<file path="src/rtl/mac_acc_sched.sv">
// mac_acc_sched
//   Time-shares one external W-bit adder among NREQ requesters. A pass takes
//   `len` terms from every requester and keeps one running sum per requester.
//   The requesters are served round-robin, one term per cycle. After the pass,
//   the final sums are streamed out in requester order over a valid/ready port.
//
// Ports
//   clk, rst          clock, asynchronous active-high reset
//   start, len        begin a pass (sampled in IDLE only), terms per requester
//   req_valid/ready   per-requester term handshake (ready is one-hot or zero)
//   req_data          packed terms, requester i at [i*W +: W]
//   add_a/b/cin       operands to the shared adder
//   add_so/cout       combinational sum and carry-out returned by the adder
//   res_*             result stream: sum, requester id, sticky overflow
//   busy, done        pass in progress, one-cycle end-of-pass pulse
module mac_acc_sched #(
    parameter int NREQ  = 4,
    parameter int W     = 25,
    parameter int CNT_W = 8,
    parameter int IDW   = 2
) (
    input  logic              clk,
    input  logic              rst,
    input  logic              start,
    input  logic [CNT_W-1:0]  len,
    input  logic [NREQ-1:0]   req_valid,
    input  logic [NREQ*W-1:0] req_data,
    output logic [NREQ-1:0]   req_ready,
    output logic [W-1:0]      add_a,
    output logic [W-1:0]      add_b,
    output logic              add_cin,
    input  logic [W-1:0]      add_so,
    input  logic              add_cout,
    output logic              res_valid,
    output logic [W-1:0]      res_data,
    output logic [IDW-1:0]    res_id,
    output logic              res_ovf,
    input  logic              res_ready,
    output logic              busy,
    output logic              done
);

    typedef enum logic [1:0] {S_IDLE, S_ACC, S_OUT, S_DONE} state_t;

    state_t           state_q;
    logic [W-1:0]     acc_q [NREQ];
    logic [CNT_W-1:0] rem_q [NREQ];
    logic [NREQ-1:0]  ovf_q;
    logic [IDW-1:0]   ptr_q;
    logic [IDW-1:0]   k_q;

    logic [IDW-1:0]   ptr_d;
    logic [IDW-1:0]   k_d;
    logic [W-1:0]     term [NREQ];
    logic             gnt_vld;
    logic [IDW-1:0]   gnt_idx;
    logic [IDW-1:0]   cand_idx;
    logic             last_xfer;

    // Unpack the flat term bus into one word per requester.
    generate
        for (genvar gi = 0; gi < NREQ; gi++) begin : g_unpack
            assign term[gi] = req_data[gi*W +: W];
        end
    endgenerate

    // Round-robin arbiter. The loop walks the cyclic offsets from the far end
    // back to the pointer, so the surviving assignment is the first eligible
    // requester at or after the pointer.
    always_comb begin
        gnt_vld  = 1'b0;
        gnt_idx  = '0;
        cand_idx = '0;
        if (state_q == S_ACC) begin
            for (int j = NREQ - 1; j >= 0; j--) begin
                cand_idx = IDW'((int'(ptr_q) + j) % NREQ);
                if (req_valid[cand_idx] && (rem_q[cand_idx] != '0)) begin
                    gnt_vld = 1'b1;
                    gnt_idx = cand_idx;
                end
            end
        end
    end

    // The pass ends on the transfer that takes the granted requester's last
    // term while every other requester already has nothing left.
    always_comb begin
        last_xfer = gnt_vld;
        for (int i = 0; i < NREQ; i++) begin
            if (IDW'(i) == gnt_idx) begin
                if (rem_q[i] != CNT_W'(1)) last_xfer = 1'b0;
            end else if (rem_q[i] != '0) begin
                last_xfer = 1'b0;
            end
        end
    end

    always_comb begin
        ptr_d = (gnt_idx == IDW'(NREQ - 1)) ? '0 : gnt_idx + 1'b1;
        k_d   = k_q + 1'b1;
    end

    // Adder operands are zero whenever nobody is granted.
    always_comb begin
        req_ready = '0;
        add_a     = '0;
        add_b     = '0;
        if (gnt_vld) begin
            req_ready[gnt_idx] = 1'b1;
            add_a              = acc_q[gnt_idx];
            add_b              = term[gnt_idx];
        end
    end

    assign add_cin   = 1'b0;
    assign busy      = (state_q != S_IDLE);
    assign done      = (state_q == S_DONE);
    assign res_valid = (state_q == S_OUT);
    assign res_data  = res_valid ? acc_q[k_q] : '0;
    assign res_id    = res_valid ? k_q : '0;
    assign res_ovf   = res_valid ? ovf_q[k_q] : 1'b0;

    always_ff @(posedge clk or posedge rst) begin
        if (rst) begin
            state_q <= S_IDLE;
            ptr_q   <= '0;
            k_q     <= '0;
            ovf_q   <= '0;
            for (int i = 0; i < NREQ; i++) begin
                acc_q[i] <= '0;
                rem_q[i] <= '0;
            end
        end else begin
            case (state_q)
                S_IDLE: begin
                    if (start) begin
                        for (int i = 0; i < NREQ; i++) begin
                            acc_q[i] <= '0;
                            rem_q[i] <= len;
                        end
                        ovf_q   <= '0;
                        ptr_q   <= '0;
                        k_q     <= '0;
                        state_q <= (len == '0) ? S_OUT : S_ACC;
                    end
                end
                S_ACC: begin
                    if (gnt_vld) begin
                        acc_q[gnt_idx] <= add_so;
                        ovf_q[gnt_idx] <= ovf_q[gnt_idx] | add_cout;
                        rem_q[gnt_idx] <= rem_q[gnt_idx] - 1'b1;
                        ptr_q          <= ptr_d;
                        if (last_xfer) state_q <= S_OUT;
                    end
                end
                S_OUT: begin
                    if (res_ready) begin
                        if (k_q == IDW'(NREQ - 1)) state_q <= S_DONE;
                        else                       k_q     <= k_d;
                    end
                end
                S_DONE: begin
                    state_q <= S_IDLE;
                end
                default: state_q <= S_IDLE;
            endcase
        end
    end

endmodule

</file>
<file path="config.mk">
export PLATFORM = sky130hd
export DESIGN_NAME = mac_acc_sched
export DESIGN_NICKNAME = d
export VERILOG_FILES = /design/src/rtl/mac_acc_sched.sv
export SDC_FILE = /design/constraint.sdc
export NUM_CORES = 1
export LEC_CHECK = 0
export ABC_CLOCK_PERIOD_IN_PS = 10300
export BUFFER_PORTS_ARGS = -buffer_cell sky130_fd_sc_hd__buf_4
export CAP_MARGIN = 20
export CORE_MARGIN = 5
export CORE_UTILIZATION = 40
export CTS_CLUSTER_DIAMETER = 50
export DETAILED_ROUTE_END_ITERATION = 12
export GPL_ROUTABILITY_DRIVEN = 0
export SKIP_LAST_GASP = 1
export SLEW_MARGIN = 5
export SYNTH_ARGS = -nofsm -noshare
export SYNTH_HDL_FRONTEND = slang
export SYNTH_SLANG_ARGS = --single-unit
</file>
<file path="constraint.sdc">
create_clock -name clk -period 10.3 [get_ports clk]
set_input_delay 0.515 -clock clk [delete_from_list [all_inputs] [get_ports clk]]
set_output_delay 0.515 -clock clk [all_outputs]
set_load 0.01 [all_outputs]
</file>
# == Word level (Yosys, flattened, before mapping) ==
# Index checks and enable logic that the tools add are counted.
# totals
reg_bits,142
word_cells,176
input_bits,142
# op_classes
order_cmp,14
muxes,96
reduce_logical,23
bitwise_logic,7
eq_ne,18
n_addsub,6
# ops
operator,count
25-bit 2-to-1 mux,10
100-bit 2-to-1 mux,2
100-bit one-hot mux with 2 select lines,1
25-bit binary-select mux with 2-bit select,3
100-bit bitwise mux,1
8-bit 2-to-1 mux,11
8-bit binary-select mux with 2-bit select,5
32-bit 2-to-1 mux,2
32-bit one-hot mux with 2 select lines,1
8-bit nonzero test,8
25-bit demux with 2-bit select,1
2-bit 2-to-1 mux,17
32-bit bitwise mux,1
"8-bit by 1-bit != test with 1-bit output, second input constant",4
1-bit 2-to-1 mux,25
"3-bit greater-or-equal comparator, second input constant",6
"2-bit by 3-bit < comparator with 1-bit output, second input constant",6
2-bit inverter with 3-bit output,6
8-bit demux with 2-bit select,1
1-bit binary-select mux with 2-bit select,6
4-bit 2-to-1 mux,3
"2-bit equality test, second input constant",4
8-bit logical NOT,1
"2-bit != test, second input constant",4
21 further kinds,35

# == Longest topological paths before layout ==
# depth
ltp_word,23
depth_mapped,17
mapped_depth_nobuf,15

# == Worst setup path after synthesis ==
# No wires, ideal clock.
# synth_timing
path_type,register to register
start,register rem_q[12] (netlist name)
end,register state_q[0]
t_required_ps,10160
stages_incl_launch_ff,16
t_arrival_ps,3612
slack_ps,6548
path_buffers,2
setup_time_ps,140
cell_sequence,dfrtp_1 -> or4_4 -> or4_1 -> nor3_2 -> o32a_2 -> o211ai_4 -> inv_2 -> buf_2 -> buf_2 -> ha_1 -> xnor2_1 -> nand4_1 -> nor3_1 -> nand4b_1 -> a221oi_1 -> o21ai_0
# synth_between
elab_chain_len,20
elab_cells_between_ends,51
classes_between,eq/ne: 6; mux: 34; reduce/logical: 11
# synth_lines
item,line_no,source
from (decl),47,logic [CNT_W-1:0] rem_q [NREQ];
"from (signal, indexed assignment)",139,rem_q[i] <= len;
"from (signal, indexed assignment)",151,rem_q[gnt_idx] <= rem_q[gnt_idx] - 1'b1;
8-bit binary-select mux with 2-bit select,77,if (req_valid[cand_idx] && (rem_q[cand_idx] != '0)) begin
8-bit 2-to-1 mux (not written as such) (2 in series),77,
8-bit nonzero test,77,
1-bit logical AND,77,
1-bit 2-to-1 mux or 2-bit 2-to-1 mux (tied branches) (4 in series),77,
1-bit 2-to-1 mux or 2-bit 2-to-1 mux (tied branches),74,if (state_q == S_ACC) begin
"1-bit 2-to-1 mux, or another cell as far along",92,end else if (rem_q[i] != '0) begin
1-bit 2-to-1 mux,90,if (IDW'(i) == gnt_idx) begin
1-bit 2-to-1 mux (on tied branches),"92, 91",
1-bit 2-to-1 mux,90,
1-bit 2-to-1 mux (on tied branches),"92, 91",
1-bit 2-to-1 mux,90,
1-bit 2-to-1 mux (on tied branches),"92, 91",
1-bit 2-to-1 mux,90,
2-bit != test (no line),-,
5-bit AND reduction (no line) (*),-,
to (signal assigned),144,state_q <= (len == '0) ? S_OUT : S_ACC;
to (decl),45,state_t state_q;
# Every way passes the cells marked *; elsewhere a longest branch is shown, timed or not. The select of a mux whose other input is x is not followed.
# A chain may end at the register's enable or synchronous reset.

# == Worst setup path in the final report ==
# layout_timing
start,register rem_q[4] (netlist name)
end,output port add_a[24]
# layout_between
elab_chain_len,15
elab_cells_between_ends,35
classes_between,mux: 26; bitwise: 1; reduce/logical: 8
# layout_lines
item,line_no,source
8-bit binary-select mux with 2-bit select,77,
8-bit 2-to-1 mux (not written as such) (2 in series),77,
8-bit nonzero test,77,
1-bit logical AND,77,
2-bit 2-to-1 mux (4 in series),77,
2-bit 2-to-1 mux,74,
2-bit inverter with 3-bit output (not written as such),110,add_a = acc_q[gnt_idx];
25-bit binary-select mux with 2-bit select,110,
25-bit 2-to-1 mux (not written as such) (2 in series),110,
25-bit 2-to-1 mux (*),108,if (gnt_vld) begin
to (decl),29,"output logic [W-1:0] add_a,"
# Marked as above.

==> summary.md <==
| Metric | Value |
|---|---|
| Cell taking the most area after synthesis | dfrtp_1 |
| Number of flops mapped to enable cells by yosys | 0 |
| P_sw | roughly 1.4 mW |
| WP data required | 9.79 ns |
| Drt pass-1 iters | 5 |
| Height of the die | approximately 160 µm |
| Worst Tran Pin Value | around 1.1 ns |
| # rows | 55 |
| Power density over the cells | between 200 and 300 nW/µm² |
| Initial antenna violation count | 1 |
| I/O pins | between 200 and 250 |
| Largest net degree at the start of global routing | 89 |
| Maximum vdd drop | 0.156 mV |
| Core area | 22400 µm² |
| Clock buffer depth | 2 |
| Mapped Area | about 9100 µm² |
| Fin. Hold Viols | 0 |
| Flip-flop and latch area | between 3000 and 4000 µm² |
| Run status | finished, final reports clean |
| Synth Instances | 885 |
| Async SR Flop Fraction | 100% |
| Internal power | 1.72 mW |
| CTS tree | done |
| Routed vias/inst | slightly below 6 |
| Clock sink count | 142 |
| Final cycle utilization of the critical path | 55.1% |
| Wire length per cell | 22.4 µm |
| Antenna viol nets, final | 0 |
| IO buf count | 226 |
| Share of cells above drive strength 1 | between 30 and 40% |
| Comb pwr share | 54.1% |
| Area growth from synthesis to layout | 27.5% |
| Root buffer cell | clkbuf_16 |
| Fin nets | 1229 |
| Crit Path Class | flop to primary output |
| Final max-slew violation count | 0 |
| Post-synthesis sequential area ratio | a little under 40% |
| Global Route Usage Sum | 23.5% |
| Switching Fraction | around 44% |
| Area of placed instances | 11000 µm² |
| Max Fanout on Critical Path | a little over 60 |
| Die Wd | roughly 160 µm |
| Cts bufs inserted | 17 |
| First DRT Iteration DRCs | 637 |
| First-pass GRT wire length | approximately 48000 µm |
| Synth top area cells | dfrtp_1 (39%), mux2i_1 (13%), a22o_1 (10%) |
| Syn Area/Cell | 10.2 µm² |
| Worst rel slew slack | 29.2% |
| Clk pin slew, worst setup/hold paths | 0.06 ns |
| Final instance area | 11500 µm² |
| Sequential power share | approximately 28% |
| Worst skew pair latency | between 0.4 and 0.5 ns |
| Total routed wirelength | 30900 µm |
| Max frequency | 176 MHz |
| Postcts setup bufs | 0 |
| Clock group share of total power | a little under a fifth |
| Final min period | 5.67 ns |
| Pleak | 6.15 nW |
| Vias in the first global route | between 8000 and 9000 |
| RSZ-0062 raised after global routing | no |
| Yosys reg bits | ~140 |
| Non-Filler Instances | ~1400 |
| # DRC | 0 |
| Most common cell after layout, fill and taps aside | buf_4 |
| Netlist cell types | 62 |
| Gr ovfl total | 0 |
| Area of the multi-input gates | roughly 5200 µm² |
| Yosys warns | 0 |
| Fillers | 2092 |
| DR vias | 8126 |
| Setup crit start kind | flop |
| Hold_buf cts | 0 |
| Die area | 25800 µm² |
| Syn Nets | 1037 |
| CP endpoint kind | primary output |
| Top_reg_cell synth | dfrtp_1 |
| Setup TNS | 0 ns |
| DP Cell Count | roughly 1300 |
| CTS H-tree depth | 4 |
| Data arrival, critical path | 5.16 ns |
| Final HPWL from detailed placement | 20600 µm |
| Most frequent cells in the layout | buf_4 (243), dfrtp_1 (141), nand2_1 (134) |
| Max-Cap Viols | 0 |
| Top-area cell type share of the netlist area | 39.2% |
| Hold Path Class | input port to async pin |
| Post_cts resized | 0 |
| Post-Route Skew | 0.0120 ns |
| Setup Viol. Count Final | 0 |
| Initial core utilization | 40.4% |
[synth_stat cells, types with 7 or more instances]
library cell / n
nor3_1: 8
and3_1: 57
nor2_1: 22
mux2i_1: 119
o21ai_0: 12
nand2_1: 134
nor4_1: 7
inv_1: 12
mux4_2: 26
a221o_1: 20
a31oi_1: 7
buf_1: 8
clkbuf_1: 48
buf_2: 12
a21oi_1: 12
a22o_1: 106
dfrtp_1: 142
ha_1: 10
and2_1: 28
[area by class of cell]
| class | count | area share (%) |
|---|---|---|
| repair buffers | 245 | 16.1 |
| inverters | 15 | 0.574 |
| clock inverters | 12 | 0.748 |
| flip-flops and latches | 142 | 30.8 |
| well taps | 285 | 3.09 |
| multi-input cells | 656 | 44.8 |
| clock buffers | 20 | 3.95 |
| diodes | 1 | 0.0217 |
[layer usage]
layer	routed length, µm	track usage, %	vias up
li1	-	-	3729
met1	13500	31.3	4009
met2	14600	38.6	345
met3	2040	4.72	43
met4	700	7.67	0
met5	0	0	-
[final timing paths]
check                                  end  depth (start not counted)        from  slack (ns)
worst max-delay path             add_a[24]                         11    rem_q[4]        4.63
worst min-delay path             acc_q[96]                          2         rst        0.25
worst max register to register  state_q[0]                         13  state_q[1]        5.24
worst min register to register    ovf_q[0]                          2    ovf_q[0]        0.51
max in group asynchronous         rem_q[8]                          3         rst        8.84
min in group clk                  ptr_q[0]                          3       start        0.33
[worst max-delay path, stage by stage, from the launching register on]
cell      delay, ns
dfrtp_1        0.40
nor4_1         0.76
a21boi_1       0.42
nor2b_1        0.26
o211ai_1       0.37
o211ai_4       0.29
inv_6          0.50
buf_4          0.90
mux2i_1        0.34
nand2_1        0.07
and3_1         0.23
buf_4          0.15
[registers in the layout, summed over array words and instances, names as in the netlist]
signal / flops
acc_q: 100
k_q: 2
ovf_q: 4
ptr_q: 2
rem_q: 32
state_q: 2
[kinds of logic (layout without fill, tap and decap cells)]
| family | after synthesis | in the layout | synth area share (%) |
|---|---|---|---|
| AO/OA/AOI/OAI | 211 | 211 | 19.3 |
| XOR/XNOR | 10 | 10 | 1.13 |
| adder cells (fa/ha/maj) | 10 | 10 | 1.38 |
| buffers and inverters | 87 | 292 | 4.06 |
| flip-flops | 142 | 142 | 39.2 |
| multiplexers | 147 | 147 | 19.9 |
| other | 1 | 2 | 0.0414 |
| AND/OR/NAND/NOR | 277 | 277 | 15.0 |
[power by group through the flow]
| stage | Sequential, mW | Clock (mW) | Combinational [mW] |
|---|---|---|---|
| after CTS | 0.866 | 0.574 | 1.63 |
| after global routing | 0.864 | 0.602 | 1.80 |
| after detailed placement | 0.873 | 0 | 1.63 |
| after global placement | 0.873 | 0 | 1.61 |
| final | 0.845 | 0.566 | 1.66 |
| after floorplan | 0.795 | 0 | 1.14 |
[per-stage QoR]
step	hold slack, ns	power [mW]	utilization [%]	worst slack (ns)
floorplan	0.465	1.94	-	5.98
global placement	0.491	2.48	48.9	5.15
detailed placement	0.497	2.50	49.0	5.07
CTS	0.280	3.07	51.4	4.61
global route	0.317	3.26	51.5	4.37
finish	0.251	3.07	51.5	4.63
(Power assumes the default switching activity.)
